<file path="src/rtl/ps2_pkg.sv">
// ps2_pkg: shared types and constants for the PS/2 host blocks.
//   ps2_tx_state_e   host transmitter FSM states
//   PS2_FRAME_BITS   device clock falls per host-to-device frame
//   odd_parity()     parity bit that makes the 9-bit data+parity odd
//   PS2_CMD_*        common keyboard command bytes
package ps2_pkg;

  typedef enum logic [2:0] {
    S_IDLE,
    S_INHIBIT,
    S_START,
    S_DATA,
    S_PARITY,
    S_STOP,
    S_ACK,
    S_WAIT_IDLE
  } ps2_tx_state_e;

  localparam int PS2_FRAME_BITS = 11;

  localparam logic [7:0] PS2_CMD_SET_LEDS = 8'hED;
  localparam logic [7:0] PS2_CMD_RESET    = 8'hFF;

  function automatic logic odd_parity(input logic [7:0] b);
    return ~^b;
  endfunction

endpackage

</file>
<file path="src/rtl/ps2_line_filter.sv">
// ps2_line_filter: synchroniser and glitch filter for one PS/2 line.
// A new level is accepted only after FILTER_LEN consecutive synchronised
// samples disagree with the current filtered level.
// Ports:
//   clk      system clock
//   rst      synchronous, active-high reset (filtered level resets to 1)
//   line_in  raw asynchronous line
//   level    filtered line level
//   fall     one-cycle pulse, coincident with level going 1 -> 0
module ps2_line_filter #(
  parameter int FILTER_LEN = 4
) (
  input  logic clk,
  input  logic rst,
  input  logic line_in,
  output logic level,
  output logic fall
);

  localparam int CW = (FILTER_LEN > 1) ? $clog2(FILTER_LEN) : 1;

  logic          sync1_q, sync2_q;
  logic          level_q, level_d;
  logic          fall_q, fall_d;
  logic [CW-1:0] cnt_q, cnt_d;

  always_comb begin
    level_d = level_q;
    fall_d  = 1'b0;
    cnt_d   = '0;
    if (sync2_q != level_q) begin
      if (cnt_q == CW'(FILTER_LEN - 1)) begin
        level_d = sync2_q;
        fall_d  = level_q;  // disagreeing sample while level is 1 means a fall
      end else begin
        cnt_d = cnt_q + 1'b1;
      end
    end
  end

  always_ff @(posedge clk) begin
    if (rst) begin
      sync1_q <= 1'b1;
      sync2_q <= 1'b1;
      level_q <= 1'b1;
      fall_q  <= 1'b0;
      cnt_q   <= '0;
    end else begin
      sync1_q <= line_in;
      sync2_q <= sync1_q;
      level_q <= level_d;
      fall_q  <= fall_d;
      cnt_q   <= cnt_d;
    end
  end

  assign level = level_q;
  assign fall  = fall_q;

endmodule

</file>
<file path="src/rtl/ps2_host_tx.sv">
// ps2_host_tx: PS/2 host-to-device transmitter. Sends one command byte per
// tx_valid/tx_ready handshake: inhibit, start, 8 data bits LSB first, odd
// parity, stop, then samples the device ACK.
// Optional build macro PS2_TX_RETRY_EN: on no-ACK or watchdog timeout the
// frame is retried once from INHIBIT; only the final status is reported.
// Ports:
//   clk, rst                 system clock, synchronous active-high reset
//   tx_data, tx_valid        command byte and request
//   tx_ready                 high only in IDLE
//   clk_key_in, data_key_in  raw PS/2 line levels (asynchronous)
//   clk_key_oe, data_key_oe  1 = pull line low, 0 = release
//   busy                     transfer in progress
//   done                     one-cycle end-of-transfer pulse
//   ack_ok, timeout          status, valid with done
//
// state       | meaning
// ------------+--------------------------------------------------------
// S_IDLE      | ready for a request
// S_INHIBIT   | clock held low; data pulled low in the final cycle
// S_START     | clock released, start bit on data, wait fall 1
// S_DATA      | data bits driven on falls 1..8, fall 9 drives parity
// S_PARITY    | parity driven, fall 10 releases data (stop bit)
// S_STOP      | stop bit, fall 11 is the ACK clock
// S_ACK       | sample device ACK from filtered data
// S_WAIT_IDLE | wait for both lines high, then report
module ps2_host_tx
  import ps2_pkg::*;
#(
  parameter int INHIBIT_CYCLES = 5000,
  parameter int TIMEOUT_CYCLES = 750000,
  parameter int FILTER_LEN     = 4
) (
  input  logic       clk,
  input  logic       rst,
  input  logic [7:0] tx_data,
  input  logic       tx_valid,
  output logic       tx_ready,
  input  logic       clk_key_in,
  input  logic       data_key_in,
  output logic       clk_key_oe,
  output logic       data_key_oe,
  output logic       busy,
  output logic       done,
  output logic       ack_ok,
  output logic       timeout
);

`ifdef PS2_TX_RETRY_EN
  localparam bit RETRY_EN = 1'b1;
`else
  localparam bit RETRY_EN = 1'b0;
`endif

  localparam int IW = $clog2(INHIBIT_CYCLES + 1);
  localparam int WW = $clog2(TIMEOUT_CYCLES + 1);

  logic clk_filt, clk_fall, data_filt, data_fall_unused;

  ps2_line_filter #(.FILTER_LEN(FILTER_LEN)) u_clk_filt (
    .clk     (clk),
    .rst     (rst),
    .line_in (clk_key_in),
    .level   (clk_filt),
    .fall    (clk_fall)
  );

  ps2_line_filter #(.FILTER_LEN(FILTER_LEN)) u_data_filt (
    .clk     (clk),
    .rst     (rst),
    .line_in (data_key_in),
    .level   (data_filt),
    .fall    (data_fall_unused)
  );

  ps2_tx_state_e state_q, state_d;
  logic [IW-1:0] inh_cnt_q, inh_cnt_d;
  logic [WW-1:0] wd_q, wd_d;
  logic [7:0]    byte_q, byte_d;
  logic [7:0]    shift_q, shift_d;
  logic          parity_q, parity_d;
  logic [2:0]    bit_idx_q, bit_idx_d;
  logic          ack_smp_q, ack_smp_d;
  logic          retry_q, retry_d;
  logic          clk_oe_q, clk_oe_d;
  logic          data_oe_q, data_oe_d;
  logic          tx_ready_q, tx_ready_d;
  logic          busy_q, busy_d;
  logic          done_q, done_d;
  logic          ack_ok_q, ack_ok_d;
  logic          timeout_q, timeout_d;

  logic active, wd_expired, restart, finish, fin_ack, fin_timeout;

  always_comb begin
    state_d     = state_q;
    inh_cnt_d   = inh_cnt_q;
    wd_d        = wd_q;
    byte_d      = byte_q;
    shift_d     = shift_q;
    parity_d    = parity_q;
    bit_idx_d   = bit_idx_q;
    ack_smp_d   = ack_smp_q;
    retry_d     = retry_q;
    clk_oe_d    = clk_oe_q;
    data_oe_d   = data_oe_q;
    tx_ready_d  = tx_ready_q;
    busy_d      = busy_q;
    done_d      = 1'b0;
    ack_ok_d    = ack_ok_q;
    timeout_d   = timeout_q;
    restart     = 1'b0;
    finish      = 1'b0;
    fin_ack     = 1'b0;
    fin_timeout = 1'b0;

    // Watchdog runs from START entry until the frame is reported.
    active     = (state_q != S_IDLE) && (state_q != S_INHIBIT);
    wd_expired = active && (wd_q == '0);
    if (active && (wd_q != '0)) wd_d = wd_q - 1'b1;

    if (wd_expired) begin
      // Checked before the case so a timeout wins over a coincident fall.
      if (RETRY_EN && !retry_q) begin
        restart = 1'b1;
      end else begin
        finish      = 1'b1;
        fin_timeout = 1'b1;
      end
    end else begin
      case (state_q)
        S_IDLE: begin
          retry_d = 1'b0;
          if (tx_valid) begin
            byte_d    = tx_data;
            shift_d   = tx_data;
            parity_d  = odd_parity(tx_data);
            ack_ok_d  = 1'b0;
            timeout_d = 1'b0;
            restart   = 1'b1;
          end
        end
        S_INHIBIT: begin
          inh_cnt_d = inh_cnt_q - 1'b1;
          if (inh_cnt_q == IW'(1)) data_oe_d = 1'b1;
          if (inh_cnt_q == '0) begin
            state_d   = S_START;
            clk_oe_d  = 1'b0;
            data_oe_d = 1'b1;
            wd_d      = WW'(TIMEOUT_CYCLES - 1);
          end
        end
        S_START: begin
          if (clk_fall) begin
            data_oe_d = ~shift_q[0];
            shift_d   = shift_q >> 1;
            bit_idx_d = 3'd0;
            state_d   = S_DATA;
          end
        end
        S_DATA: begin
          if (clk_fall) begin
            if (bit_idx_q == 3'd7) begin
              data_oe_d = ~parity_q;
              state_d   = S_PARITY;
            end else begin
              data_oe_d = ~shift_q[0];
              shift_d   = shift_q >> 1;
              bit_idx_d = bit_idx_q + 3'd1;
            end
          end
        end
        S_PARITY: begin
          if (clk_fall) begin
            data_oe_d = 1'b0;
            state_d   = S_STOP;
          end
        end
        S_STOP: begin
          if (clk_fall) state_d = S_ACK;
        end
        S_ACK: begin
          // Device holds ACK low through the whole clock-low phase of fall 11.
          ack_smp_d = ~data_filt;
          state_d   = S_WAIT_IDLE;
        end
        S_WAIT_IDLE: begin
          if (clk_filt && data_filt) begin
            if (!ack_smp_q && RETRY_EN && !retry_q) begin
              restart = 1'b1;
            end else begin
              finish  = 1'b1;
              fin_ack = ack_smp_q;
            end
          end
        end
        default: state_d = S_IDLE;
      endcase
    end

    if (restart) begin
      state_d    = S_INHIBIT;
      inh_cnt_d  = IW'(INHIBIT_CYCLES - 1);
      clk_oe_d   = 1'b1;
      data_oe_d  = 1'b0;
      tx_ready_d = 1'b0;
      busy_d     = 1'b1;
      if (state_q != S_IDLE) begin
        retry_d = 1'b1;
        shift_d = byte_q;
      end
    end

    if (finish) begin
      state_d    = S_IDLE;
      clk_oe_d   = 1'b0;
      data_oe_d  = 1'b0;
      tx_ready_d = 1'b1;
      busy_d     = 1'b0;
      done_d     = 1'b1;
      ack_ok_d   = fin_ack;
      timeout_d  = fin_timeout;
    end
  end

  always_ff @(posedge clk) begin
    if (rst) begin
      state_q    <= S_IDLE;
      inh_cnt_q  <= '0;
      wd_q       <= '0;
      byte_q     <= '0;
      shift_q    <= '0;
      parity_q   <= 1'b0;
      bit_idx_q  <= '0;
      ack_smp_q  <= 1'b0;
      retry_q    <= 1'b0;
      clk_oe_q   <= 1'b0;
      data_oe_q  <= 1'b0;
      tx_ready_q <= 1'b1;
      busy_q     <= 1'b0;
      done_q     <= 1'b0;
      ack_ok_q   <= 1'b0;
      timeout_q  <= 1'b0;
    end else begin
      state_q    <= state_d;
      inh_cnt_q  <= inh_cnt_d;
      wd_q       <= wd_d;
      byte_q     <= byte_d;
      shift_q    <= shift_d;
      parity_q   <= parity_d;
      bit_idx_q  <= bit_idx_d;
      ack_smp_q  <= ack_smp_d;
      retry_q    <= retry_d;
      clk_oe_q   <= clk_oe_d;
      data_oe_q  <= data_oe_d;
      tx_ready_q <= tx_ready_d;
      busy_q     <= busy_d;
      done_q     <= done_d;
      ack_ok_q   <= ack_ok_d;
      timeout_q  <= timeout_d;
    end
  end

  assign tx_ready    = tx_ready_q;
  assign clk_key_oe  = clk_oe_q;
  assign data_key_oe = data_oe_q;
  assign busy        = busy_q;
  assign done        = done_q;
  assign ack_ok      = ack_ok_q;
  assign timeout     = timeout_q;

endmodule

</file>
<file path="config.mk">
export PLATFORM = sky130hd
export DESIGN_NAME = ps2_host_tx
export DESIGN_NICKNAME = d
export VERILOG_FILES = /design/src/rtl/ps2_pkg.sv /design/src/rtl/ps2_line_filter.sv /design/src/rtl/ps2_host_tx.sv
export SDC_FILE = /design/constraint.sdc
export NUM_CORES = 1
export LEC_CHECK = 0
export BUFFER_PORTS_ARGS = -buffer_cell sky130_fd_sc_hd__buf_2
export CAP_MARGIN = 20
export CORE_UTILIZATION = 47
export DETAILED_ROUTE_END_ITERATION = 10
export MAX_ROUTING_LAYER = met4
export PLACE_DENSITY = 0.67
export SYNTH_ARGS = -nofsm -noshare
export SYNTH_HDL_FRONTEND = slang
export SYNTH_SLANG_ARGS = --single-unit
</file>
<file path="constraint.sdc">
create_clock -name clk -period 6.6 [get_ports clk]
set_input_delay 0 -clock clk [delete_from_list [all_inputs] [get_ports clk]]
set_output_delay 0 -clock clk [all_outputs]
set_load 0.005 [all_outputs]
</file>
==> out/results.ini <==
[global_routing]
grt_pass1_wl_um = 11000
grt_max_degree = 44
antenna_found_initial = 0
grt_overflow = 0
grt_pass1_vias = 2507
grt_use_total_pct = 20.1

[critical_path]
arrival_ns = 2.95
path_buf_inv = 0
worstSetupPathType = flip-flop to flip-flop
worstPathRequired_ns = 6.87
cp-end-kind = flip-flop
slowest_stage = or4_1
timing.rr.end = wd_q[1]
r2r-start = wd_q[3]
reg2reg_depth = 5
path_cells = or4_1 -> or3_1 -> o21ai_0 -> mux2_2 -> a21oi_1
cpLargestDelayFamily = simple AND/OR/NAND/NOR gates
cp-start-kind = flip-flop
cpPeakStageDelay_ns = 0.67
r2r_slack_ns = 3.92
worstPathMaxFanout = 15

[route]
wl_met2_um = 3130
routed_wl_um = 6400
vias = 2605
met1_length_um = 3000
avgViaCountPerCell = 5.65
ant_nets = 0
drtIter0Drc = 95
route.met3.wl_um = 152
top_layer_used = met4
detail_route.first_pass.iterations = 4
drc = 0
wl_per_cell_um = 13.9

[layout]
nets = 400
fin_util_pct = 55.8
multi_input_area_um2 = 1700
n_fill_cell = 573
drive_gt1_share_pct = 13.0
areaGrowthSynthToFinish_pct = 13.7
n_antenna_cell = 0
regArea_um2 = 1340

[clock_tree]
clk_latency_ns = 0.34
cts.clk_slew.worst_paths_ns = 0.07
cts_setup_buffers = 0
htree_levels = 3
numCtsBuffers = 9
cts_tree = done
cts_buffer_depth = 2
cts_root_buf = clkbuf_8
clock-sinks = 67
ctsHoldBuffers = 10
ctsResizeCount = 0

[floorplan]
core-area_um2 = 6420
dieArea_um2 = 7040
die_y_um = 83.9
die_x_um = 83.9
rows = 29
io_pins = 20
start_util_pct = 49.1

[timing]
worst_pin_slew_ns = 0.796
finalClockSkew_ns = 0.00909
min_period_ns = 2.68
maxSlewHeadroom_pct = 46.7
timing.fmax_ghz = 0.373
period_share_pct = 40.7
tns_ns = 0
rsz0062_at_grt = false
drv_slew = 0
finalSetupViolCount = 0
hold_viol_final = 0

[power_and_ir_drop]
power.leakage_nw = 1.34
ir_worst_vdd_mv = 0.188
comb_power_share_pct = 24.4
power_switching_mw = 0.369
p_int_mw = 0.745
switching_share_pct = 33.1
power.share.clock_pct = 33.1
power_density_nw_per_um2 = 311
pwr-share-seq_pct = 42.5

[yosys]
synth_top_cell_by_area = dfxtp_1
ys_seq_area_share_pct = 42.5
yosysWarnings = 0
syn_area_per_cell_um2 = 8.81
synth_common_cells = dfxtp_1, nor2_1, a21oi_1, nand2_1, xnor2_1
synth.most_common_cell = dfxtp_1
yosys-top-cells-area = dfxtp_1, a21oi_1, xnor2_1
ys_types = 52
synth_enable_flop_cells = 0
syn-num-nets = 379
synth_ff_type = dfxtp_1
ys_ff_latch = 67
synth-async-reset-ratio_pct = 0
synthCells = 358
synth_top_area_share_pct = 42.5
syn_area_um2 = 3150

[outcome]
status = finished clean

[run]
cap_viol_max_count = 0

[placed_design]
port_buffers = 19
gp_congestion = 0.861
dp_hpwl_um = 4330

[hold_path]
hold_class = input pin to flip-flop
worstHoldStart = tx_valid
min_to = state_q[0]
hold_depth = 4

==> final cells by class <==
type                       count  area share, %
sequential                    67           37.4
tap                           77           2.69
multi-input combinational    261           47.3
clock buffer                   9           3.45
clock inverter                 7           2.58
inverter                      11           1.15
timing repair buffer          29           5.44
==> routing by layer <==
layer	track usage, %	vias to the layer above
met2	33.8	32
met1	22.8	1235
met4	10.3	0
met5	-	-
met3	3.86	11
li1	-	1327
==> per-stage QoR <==
stage / hold WS [ns] / worst slack, ns / area, µm² / power (mW) / instances
finish: 0.0882 / 3.92 / 3590 / 1.11 / 461
global route: 0.108 / 3.65 / 3590 / 1.18 / 461
CTS: 0.0707 / 3.92 / 3590 / 1.12 / 461
detailed placement: 0.189 / 3.91 / 3270 / 0.748 / 435
global placement: 0.186 / 4.08 / 3270 / 0.740 / 435
floorplan: 0.104 / 4.30 / 3150 / 0.694 / 358
==> how the worst max path moves through the flow <==
stage	start	endpoint	slack, ns	cells after the start
after floorplan	wd_q[3]	wd_q[1]	4.30	7
after global placement	wd_q[3]	wd_q[1]	4.08	5
after detailed placement	wd_q[0]	wd_q[1]	3.91	7
after CTS	wd_q[0]	wd_q[1]	3.92	7
after global routing	wd_q[0]	wd_q[1]	3.65	7
final	wd_q[3]	wd_q[1]	3.92	5
==> worst register-to-register path, cell delays in order (launching register included) <==
cell and delay, ns:
dfxtp_1 0.34, or4_1 0.67, or3_1 0.60, o21ai_0 0.48, mux2_2 0.39, a21oi_1 0.13
==> logic make-up after synthesis <==
logic type,synth area share [%]
and+or+nand+nor,23.3
AOI/OAI and AO/OA,17.8
DFF,42.5
xor gates and xnor gates,9.17
buffers and inverters,3.69
adders and majority gates,3.17
muxes,0.357
==> power groups by stage <==
stage	logic (mW)	clock network (mW)	registers, mW
4_1_cts	0.271	0.377	0.474
3_3_place_gp	0.258	0	0.482
3_5_place_dp	0.265	0	0.483
2_1_floorplan	0.223	0	0.471
5_1_grt	0.304	0.393	0.479
6_report	0.272	0.369	0.474
==> state kept, by name (all words and copies together), names as in the netlist, 2 cells and up <==
signal             flops
wd_q                  20
inh_cnt_q             13
shift_q                8
bit_idx_q              3
state_q                3
u_clk_filt.cnt_q       2
u_data_filt.cnt_q      2
==> cells in the final DEF (no fill, tap or decap), drive strengths merged, types with 6 or more instances in the layout <==
cell / netlist / layout
a21oi: 32 / 32
a22oi: 7 / 7
buf: 4 / 19
clkbuf: 15 / 9
dfxtp: 67 / 67
dlygate4sd3: 0 / 10
ha: 8 / 8
inv: 11 / 11
nand2: 20 / 20
nand3: 7 / 7
nand4: 6 / 6
nor2: 36 / 36
nor2b: 9 / 9
nor3: 12 / 12
nor4: 6 / 6
o21ai: 11 / 11
o2bb2ai: 7 / 7
or2: 6 / 6
or3: 6 / 6
or4: 10 / 10
xnor2: 18 / 18
xor2: 15 / 15
Power figures use the tool's default switching activity.
